===== src/rtl/ex_stage_unit.sv =====
// Execute stage: forwarding operand muxes, single-cycle ALU, multi-cycle multiply,
// and the EX/MEM pipeline register. ex_busy stalls upstream while a multiply runs.
module ex_stage_unit #(
   parameter int MUL_LATENCY = 4
) (
   input  logic        clk,
   input  logic        reset,
   input  logic [31:0] id_ex_rs_data,
   input  logic [31:0] id_ex_rt_data,
   input  logic [31:0] id_ex_imm,
   input  logic        id_ex_alu_src,
   input  logic [3:0]  id_ex_alu_op,
   input  logic [4:0]  id_ex_rd,
   input  logic        id_ex_reg_write,
   input  logic        id_ex_mem_read,
   input  logic        id_ex_mem_write,
   input  logic        id_ex_mem_to_reg,
   input  logic [1:0]  forward_a,
   input  logic [1:0]  forward_b,
   input  logic [31:0] mem_wb_write_data,
   input  logic        flush,
   output logic        ex_busy,
   output logic [31:0] ex_mem_alu_result,
   output logic [31:0] ex_mem_store_data,
   output logic        ex_mem_zero,
   output logic [4:0]  ex_mem_rd,
   output logic        ex_mem_reg_write,
   output logic        ex_mem_mem_read,
   output logic        ex_mem_mem_write,
   output logic        ex_mem_mem_to_reg
);

   localparam int CW = (MUL_LATENCY > 1) ? $clog2(MUL_LATENCY) : 1;
   localparam logic [3:0] OP_MUL = 4'd9;

   typedef enum logic {S_IDLE, S_MUL} state_t;

   state_t         state_q, state_d;
   logic [CW-1:0]  count_q, count_d;
   logic           busy_q, busy_d;
   logic [31:0]    mul_a_q, mul_a_d, mul_b_q, mul_b_d;
   logic [4:0]     mul_rd_q, mul_rd_d;
   logic [3:0]     mul_ctl_q, mul_ctl_d;
   logic [31:0]    res_q, res_d, store_q, store_d;
   logic           zero_q, zero_d;
   logic [4:0]     rd_q, rd_d;
   logic [3:0]     ctl_q, ctl_d;

   logic [31:0]    op_a, fwd_b, op_b, alu_res, product;

   always_comb begin
      case (forward_a)
         2'b10:   op_a = res_q;
         2'b01:   op_a = mem_wb_write_data;
         default: op_a = id_ex_rs_data;
      endcase
      case (forward_b)
         2'b10:   fwd_b = res_q;
         2'b01:   fwd_b = mem_wb_write_data;
         default: fwd_b = id_ex_rt_data;
      endcase
      op_b = id_ex_alu_src ? id_ex_imm : fwd_b;
   end

   always_comb begin
      case (id_ex_alu_op)
         4'd0:    alu_res = op_a & op_b;
         4'd1:    alu_res = op_a | op_b;
         4'd2:    alu_res = op_a + op_b;
         4'd3:    alu_res = op_a - op_b;
         4'd4:    alu_res = {31'd0, $signed(op_a) < $signed(op_b)};
         4'd5:    alu_res = ~(op_a | op_b);
         4'd6:    alu_res = op_a ^ op_b;
         4'd7:    alu_res = op_a << op_b[4:0];
         4'd8:    alu_res = op_a >> op_b[4:0];
         default: alu_res = 32'd0;
      endcase
   end

   // Low 32 bits of a product are identical for signed and unsigned operands.
   assign product = mul_a_q * mul_b_q;

   always_comb begin
      state_d   = state_q;
      count_d   = count_q;
      mul_a_d   = mul_a_q;
      mul_b_d   = mul_b_q;
      mul_rd_d  = mul_rd_q;
      mul_ctl_d = mul_ctl_q;
      res_d     = 32'd0;
      store_d   = 32'd0;
      zero_d    = 1'b0;
      rd_d      = 5'd0;
      ctl_d     = 4'd0;
      if (flush) begin
         state_d = S_IDLE;
         count_d = '0;
      end else if (state_q == S_MUL) begin
         if (count_q == '0) begin
            res_d   = product;
            zero_d  = (product == 32'd0);
            rd_d    = mul_rd_q;
            ctl_d   = mul_ctl_q;
            state_d = S_IDLE;
         end else begin
            count_d = count_q - CW'(1);
         end
      end else if (id_ex_alu_op == OP_MUL) begin
         mul_a_d   = op_a;
         mul_b_d   = op_b;
         mul_rd_d  = id_ex_rd;
         mul_ctl_d = {id_ex_reg_write, id_ex_mem_read, id_ex_mem_write, id_ex_mem_to_reg};
         count_d   = CW'(MUL_LATENCY - 1);
         state_d   = S_MUL;
      end else begin
         res_d   = alu_res;
         store_d = fwd_b;
         zero_d  = (alu_res == 32'd0);
         rd_d    = id_ex_rd;
         ctl_d   = {id_ex_reg_write, id_ex_mem_read, id_ex_mem_write, id_ex_mem_to_reg};
      end
      busy_d = (state_d == S_MUL);
   end

   always_ff @(posedge clk or posedge reset) begin
      if (reset) begin
         state_q   <= S_IDLE;
         count_q   <= '0;
         busy_q    <= 1'b0;
         mul_a_q   <= 32'd0;
         mul_b_q   <= 32'd0;
         mul_rd_q  <= 5'd0;
         mul_ctl_q <= 4'd0;
         res_q     <= 32'd0;
         store_q   <= 32'd0;
         zero_q    <= 1'b0;
         rd_q      <= 5'd0;
         ctl_q     <= 4'd0;
      end else begin
         state_q   <= state_d;
         count_q   <= count_d;
         busy_q    <= busy_d;
         mul_a_q   <= mul_a_d;
         mul_b_q   <= mul_b_d;
         mul_rd_q  <= mul_rd_d;
         mul_ctl_q <= mul_ctl_d;
         res_q     <= res_d;
         store_q   <= store_d;
         zero_q    <= zero_d;
         rd_q      <= rd_d;
         ctl_q     <= ctl_d;
      end
   end

   assign ex_busy           = busy_q;
   assign ex_mem_alu_result = res_q;
   assign ex_mem_store_data = store_q;
   assign ex_mem_zero       = zero_q;
   assign ex_mem_rd         = rd_q;
   assign ex_mem_reg_write  = ctl_q[3];
   assign ex_mem_mem_read   = ctl_q[2];
   assign ex_mem_mem_write  = ctl_q[1];
   assign ex_mem_mem_to_reg = ctl_q[0];

endmodule

===== config.mk =====
export PLATFORM = sky130hd
export DESIGN_NAME = ex_stage_unit
export DESIGN_NICKNAME = d
export VERILOG_FILES = /design/src/rtl/ex_stage_unit.sv
export SDC_FILE = /design/constraint.sdc
export NUM_CORES = 2
export LEC_CHECK = 0
export CAP_MARGIN = 5
export CELL_PAD_IN_SITES_DETAIL_PLACEMENT = 2
export CELL_PAD_IN_SITES_GLOBAL_PLACEMENT = 2
export CORE_MARGIN = 3
export CORE_UTILIZATION = 38
export CTS_CLUSTER_DIAMETER = 30
export DETAILED_ROUTE_END_ITERATION = 8
export MAX_ROUTING_LAYER = met4
export PLACE_DENSITY = 0.87
export SLEW_MARGIN = 10
export SYNTH_ARGS = -nofsm -noshare
export SYNTH_HDL_FRONTEND = slang
export SYNTH_SLANG_ARGS = --single-unit

===== constraint.sdc =====
create_clock -name clk -period 10.37 [get_ports clk]
set_clock_uncertainty 0.15 [all_clocks]
set_input_delay 1.5555 -clock clk [delete_from_list [all_inputs] [get_ports clk]]
set_output_delay 1.5555 -clock clk [all_outputs]
set_load 0.05 [all_outputs]

; ---- Yosys cells after proc, flatten, opt, wreduce, memory -nomap -nowiden
; Cells that the tools add are included.
[totals]
register_bits = 150
word_cells = 76
input_bits = 149
out_inout_bits = 75
[classes]
n_addsub = 3
multipliers = 1
n_mux = 31
reduce_logical = 7
order_cmp = 1
bitwise_logic = 6
shifts = 2
eq_ne = 14
[op_table]
columns = cell, n
row1 = $pmux 32 s9, 1
row2 = $mux 32, 8
row3 = $pmux 32 s2, 2
row4 = $logic_not 32->1, 2
row5 = $add 32x32->32, 1
row6 = $and 32x32->32, 1
row7 = $lt 32x32->1, 1
row8 = $mul 32x32->32, 1
row9 = $not 32->32, 1
row10 = $or 32x32->32, 1
row11 = $shl 32x5->32, 1
row12 = $shr 32x5->32, 1
row13 = $sub 32x32->32, 1
row14 = $xor 32x32->32, 1
row15 = $mux 5, 4
row16 = $eq 4x3->1 const B, 4
row17 = $mux 4, 4
row18 = $eq 4x2->1 const B, 2
row19 = $eq 4x4->1 const B, 2
row20 = $mux 1, 8
row21 = $mux 2, 4
row22 = $eq 2x1->1 const B, 2
row23 = $eq 2x2->1 const B, 2
row24 = $eq 4x1->1 const B, 1
row25 = 8 further kinds, 9

; ---- Logic depth before layout (Yosys ltp)
[depth]
ltp_word = 10
depth_mapped = 29
ltp_nobuf = 27

; ---- Least setup slack after synthesis
; Ideal clock, no wire load.
[synth_timing]
kind = flip-flop to flip-flop
startpoint = register mul_b_q[4]
endpoint = register zero_q (netlist: ex_mem_zero)
required_time_ns = 10.100
synth_period_minus_slack_ns = 7.415
slack_ns = 2.955
setup_ns = 0.120
path_buffers = 2
stages_incl_launch_ff = 28
arrival_time_ns = 7.145
path_cell_list = dfrtp_1 -> clkbuf_1 -> clkbuf_1 -> and2_1 -> fa_1 -> inv_1 -> fa_1 -> fa_1 -> fa_1 -> inv_1 -> fa_1 -> inv_1 -> fa_1 -> inv_1 -> fa_1 -> fa_1 -> ha_1 -> o2111ai_1 -> inv_1 -> a221oi_1 -> a211oi_1 -> o311ai_0 -> a21oi_1 -> a21o_1 -> a21oi_1 -> xnor2_1 -> and4_1 -> a41o_1
[synth_via]
elab_chain_len = 5
[synth_lines]
columns = element, line
row1 = from (decl), 41  ; logic [31:0] mul_a_q, mul_a_d, mul_b_q, mul_b_d;
row2 = from (signal assigned), 144  ; mul_b_q <= mul_b_d;
row3 = $mul 32x32->32, 81  ; assign product = mul_a_q * mul_b_q;
row4 = $logic_not 32->1, 101  ; zero_d = (product == 32'd0);
row5 = $mux 1, 99  ; if (count_q == '0) begin
row6 = $mux 1, 98  ; end else if (state_q == S_MUL) begin
row7 = $mux 1, 95  ; if (flush) begin
row8 = via zero_d, 45  ; logic zero_q, zero_d;
row9 = to (signal assigned), 149  ; zero_q <= zero_d;
row10 = to (decl), 45
; The timed path passes the listed nets, and every way through them passes these cells.
; A chain may end at the register's enable or synchronous reset.

; ---- Worst setup path after layout
[layout_timing]
startpoint = register mul_b_q[9]
endpoint = register res_q[31] (netlist: ex_mem_alu_result[31])
[layout_via]
elab_chain_len = 4
[layout_lines]
columns = element, line
row1 = $mul 32x32->32, 81
row2 = $mux 32, 99
row3 = $mux 32, 98
row4 = $mux 32, 95
row5 = via res_d[31], 44  ; logic [31:0] res_q, res_d, store_q, store_d;
row6 = to (signal assigned), 147  ; res_q <= res_d;
row7 = to (decl), 44
; The timed path passes the listed nets, and every way through them passes these cells.

==> impl_results.md <==
- Worst Setup Start Kind: flop
- Netlist Area Pre-Place: 31,310 um2
- Ys flop type: dfrtp_1
- Filler cells: 8,965
- Post-Synthesis Cells: between 3,000 and 4,000
- Critical path class: flop to flop
- Setup repair bufs after CTS: 0
- Die ar.: 85,860 um2
- Top Ports: between 200 and 250
- Comb power frac: 0.867
- 1st-iter DRT viols: between 4,000 and 5,000
- CP Max Fanout: 24
- Total Power: between 10,000 and 15,000 uW
- Sequential share of power: 0.080
- Placement Rows: about 100
- Worst EP required: about 11 ns
- DRC errors left: 0
- Critical-path cell list: nand2_1, fa_1, fa_1, inv_1, fa_1, inv_1, fa_1, inv_1, fa_1, fa_1, fa_1, fa_1, ha_1, nand2_1, a211oi_1, o311ai_0, a21oi_1, a21o_1, a21oi_1, xnor2_1, a211oi_1
- Top achievable clock speed: roughly 100 MHz
- CTS tree: yes
- Wire per inst: ~37 um
- Vias: approximately 33,000
- Worst skew pair latency: ~0.55 ns
- Peak per-stage delay on the critical path: 1.15 ns
- Fin util: 0.4357
- Placed inst area: 34,670 um2
- Gr usage total: 0.4302
- Syn avg cell area: approximately 8.3 um2
- Cell mode on critical path: fa_1
- Critical Path Slowest Stage Cell: dfrtp_1
- Port bufs: approximately 220
- Most frequent cells in the layout: inv_1, fa_1, nand2_1
- Post-place setup slack: approximately 0.86 ns
- Crit path time final: roughly 9.7 ns
- Depth of the CTS H-tree: 4
- Root buf cell: clkbuf_16
- Internal: between 5000 and 6000 uW
- Drt via density: 6.666
- Clock transition at the registers of the reported paths: 0.09 ns
- Leak: approximately 0.016 uW
- Final setup fails: 0
- Total of max-cap violations: 0
- Sequential share of the synthesized area: 0.1199
- Clk buf depth: 2
- Number of global-route vias before repair: between 30,000 and 40,000
- Final-report max-slew violation count: 0
- Layout Nets: roughly 4,700
- Area delta synth->final: 12.84%
- Setup WS post-layout: between 0.7 and 0.8 ns
- Hold crit path type: flop to flop
- Largest net degree at the start of global routing: between 90 and 100
- Initial antenna violation count: 14
- Router iterations before antenna repair: 6
- Rel. slew slack: 0.07797
- Clock power share: 0.053
- Placer Congestion: between 1 and 1.5
- Number of synthesized flops with an enable pin: 0
- Post-DRT Antenna Nets: 0
- Num CTS Buffers: 17
- Ys async rst share: 1.000
- Hold Fails Final Rpt: 0
- Core area: approximately 81,000 um2
- Final HPWL DP: around 140,000 um
- Final wirelength: around 180,000 um
- Psw: approximately 8400 uW
- Vert. Die Dim: around 300 um
- Final period util: 0.9309
- Net Sw Frac: 0.6207
- Worst Path Buf+Inv: 3
- Share of layout cells above drive strength 1: 0.05094
- Commonest non-fill, non-tap cell in the layout: inv_1
- Critical path startpoint: mul_b_q[9]
- Design Area, Final: between 30,000 and 40,000 um2
- RSZ-0062 raised after global routing: false
- Synth cell types: 82
- Hold_buf cts: 0
- Worst Setup End Kind: flop
- Status: complete, no violations
- HP Start: mul_b_q[31]
- Synthesis Warnings: 0
- First-pass GRT wire length: 260,000 um
- Yosys reg bits: 150
- Initial core utilization: 0.3862
- Worst VDD drop: 0.4988 mV
- Grt ovf: 0
- Syn Nets: ~4,600
- WP data arrival: 9.87 ns
- CTS resizes: 0
- Worst-Margin Slew: between 1 and 1.5 ns
- Pwr/cell area: around 380 nW/um2
- Die X: approximately 300 um
- Worst path top cell family by delay: adder cells
- Reg-to-Reg Start: mul_b_q[9]
- Num Clock Sinks: 150
- Setup TNS: 0 ns
## power groups by stage
| stage | Sequential, uW | Combinational, uW | Clock [uW] |
|---|---|---|---|
| after floorplan | 876 | 6720 | 0 |
| after global placement | 1040 | 9890 | 0 |
| after detailed placement | 1070 | 11100 | 0 |
| after CTS | 1060 | 11200 | 713 |
| after global routing | 1080 | 12200 | 738 |
| final | 1080 | 11700 | 720 |
## Yosys cell counts, types with 71 or more instances
cell type / n / share of area
inv_1: 480 / 0.058
fa_1: 410 / 0.26
nand2_1: 401 / 0.048
and2_1: 319 / 0.064
nor2_1: 253 / 0.030
ha_1: 225 / 0.090
clkbuf_1: 210 / 0.025
a21oi_1: 169 / 0.027
o21ai_0: 165 / 0.026
dfrtp_1: 150 / 0.12
mux2i_1: 133 / 0.043
nor3_1: 71 / 0.011
## through the flow
| stage | hold slack [ns] | cells |
|---|---|---|
| after floorplan | 0.3002 | 3783 |
| after global placement | 0.3159 | 4915 |
| after detailed placement | 0.3478 | 4915 |
| after CTS | 0.3682 | 4947 |
| after global routing | 0.3828 | 4958 |
| final | 0.3554 | 4962 |
## routing by layer
metal	routed length, um	vias to the layer above	GRT usage
met5	0	-	-
met4	16020	0	0.2996
met3	19830	932	0.1259
met2	81660	2354	0.6536
met1	65650	16970	0.4889
li1	-	12820	-
## worst reg2reg max path, cell delays in order, from the launching register on
cell,delay (ns)
dfrtp_1,1.15
nand2_1,0.62
fa_1,0.86
fa_1,0.51
inv_1,0.07
fa_1,0.40
inv_1,0.31
fa_1,0.59
inv_1,0.13
fa_1,0.45
fa_1,0.56
fa_1,0.46
fa_1,0.50
ha_1,0.42
nand2_1,0.11
a211oi_1,0.59
o311ai_0,0.30
a21oi_1,0.36
a21o_1,0.19
a21oi_1,0.09
xnor2_1,0.17
a211oi_1,0.48
## logic make-up after synthesis
| group | synth area share |
|---|---|
| and+or+nand+nor | 0.1906 |
| AOI/OAI and AO/OA | 0.1747 |
| buffers and inverters | 0.09005 |
| adders and majority gates | 0.3521 |
| DFF | 0.1199 |
| muxes | 0.04684 |
| xor gates and xnor gates | 0.02574 |
## state kept, by name, indices dropped and copies added, names as in the netlist
signal / cells
ex_mem_rd: 5
mul_a_q: 32
ex_mem_alu_result: 32
mul_b_q: 32
ex_busy: 1
ex_mem_store_data: 32
mul_rd_q: 5
mul_ctl_q: 4
ctl_q: 4
ex_mem_zero: 1
count_q: 2
## worst paths after layout
| kind | slack [ns] | cells after the start | endpoint |
|---|---|---|---|
| min reg2reg | 0.36 | 2 | mul_b_q[31] |
| max | 0.72 | 21 | ex_mem_alu_result[31] |
| min in group asynchronous | 1.31 | 2 | ctl_q[0] |
| max reg2reg | 0.72 | 21 | ex_mem_alu_result[31] |
| max in group asynchronous | 6.74 | 4 | mul_a_q[26] |
| min | 0.36 | 2 | mul_b_q[31] |
## cell type report
class	count	area [um2]	share of cell area
Multi-Input combinational cell	2897	24780	0.7015
Sequential cell	150	3757	0.1064
Timing Repair Buffer	321	2963	0.08387
Inverter	487	1841	0.05210
Tap cell	1060	1326	0.03754
Clock buffer	17	425.4	0.01204
Clock inverter	15	193.9	0.005490
Antenna cell	15	37.54	0.001063
(Power assumes the default switching activity.)
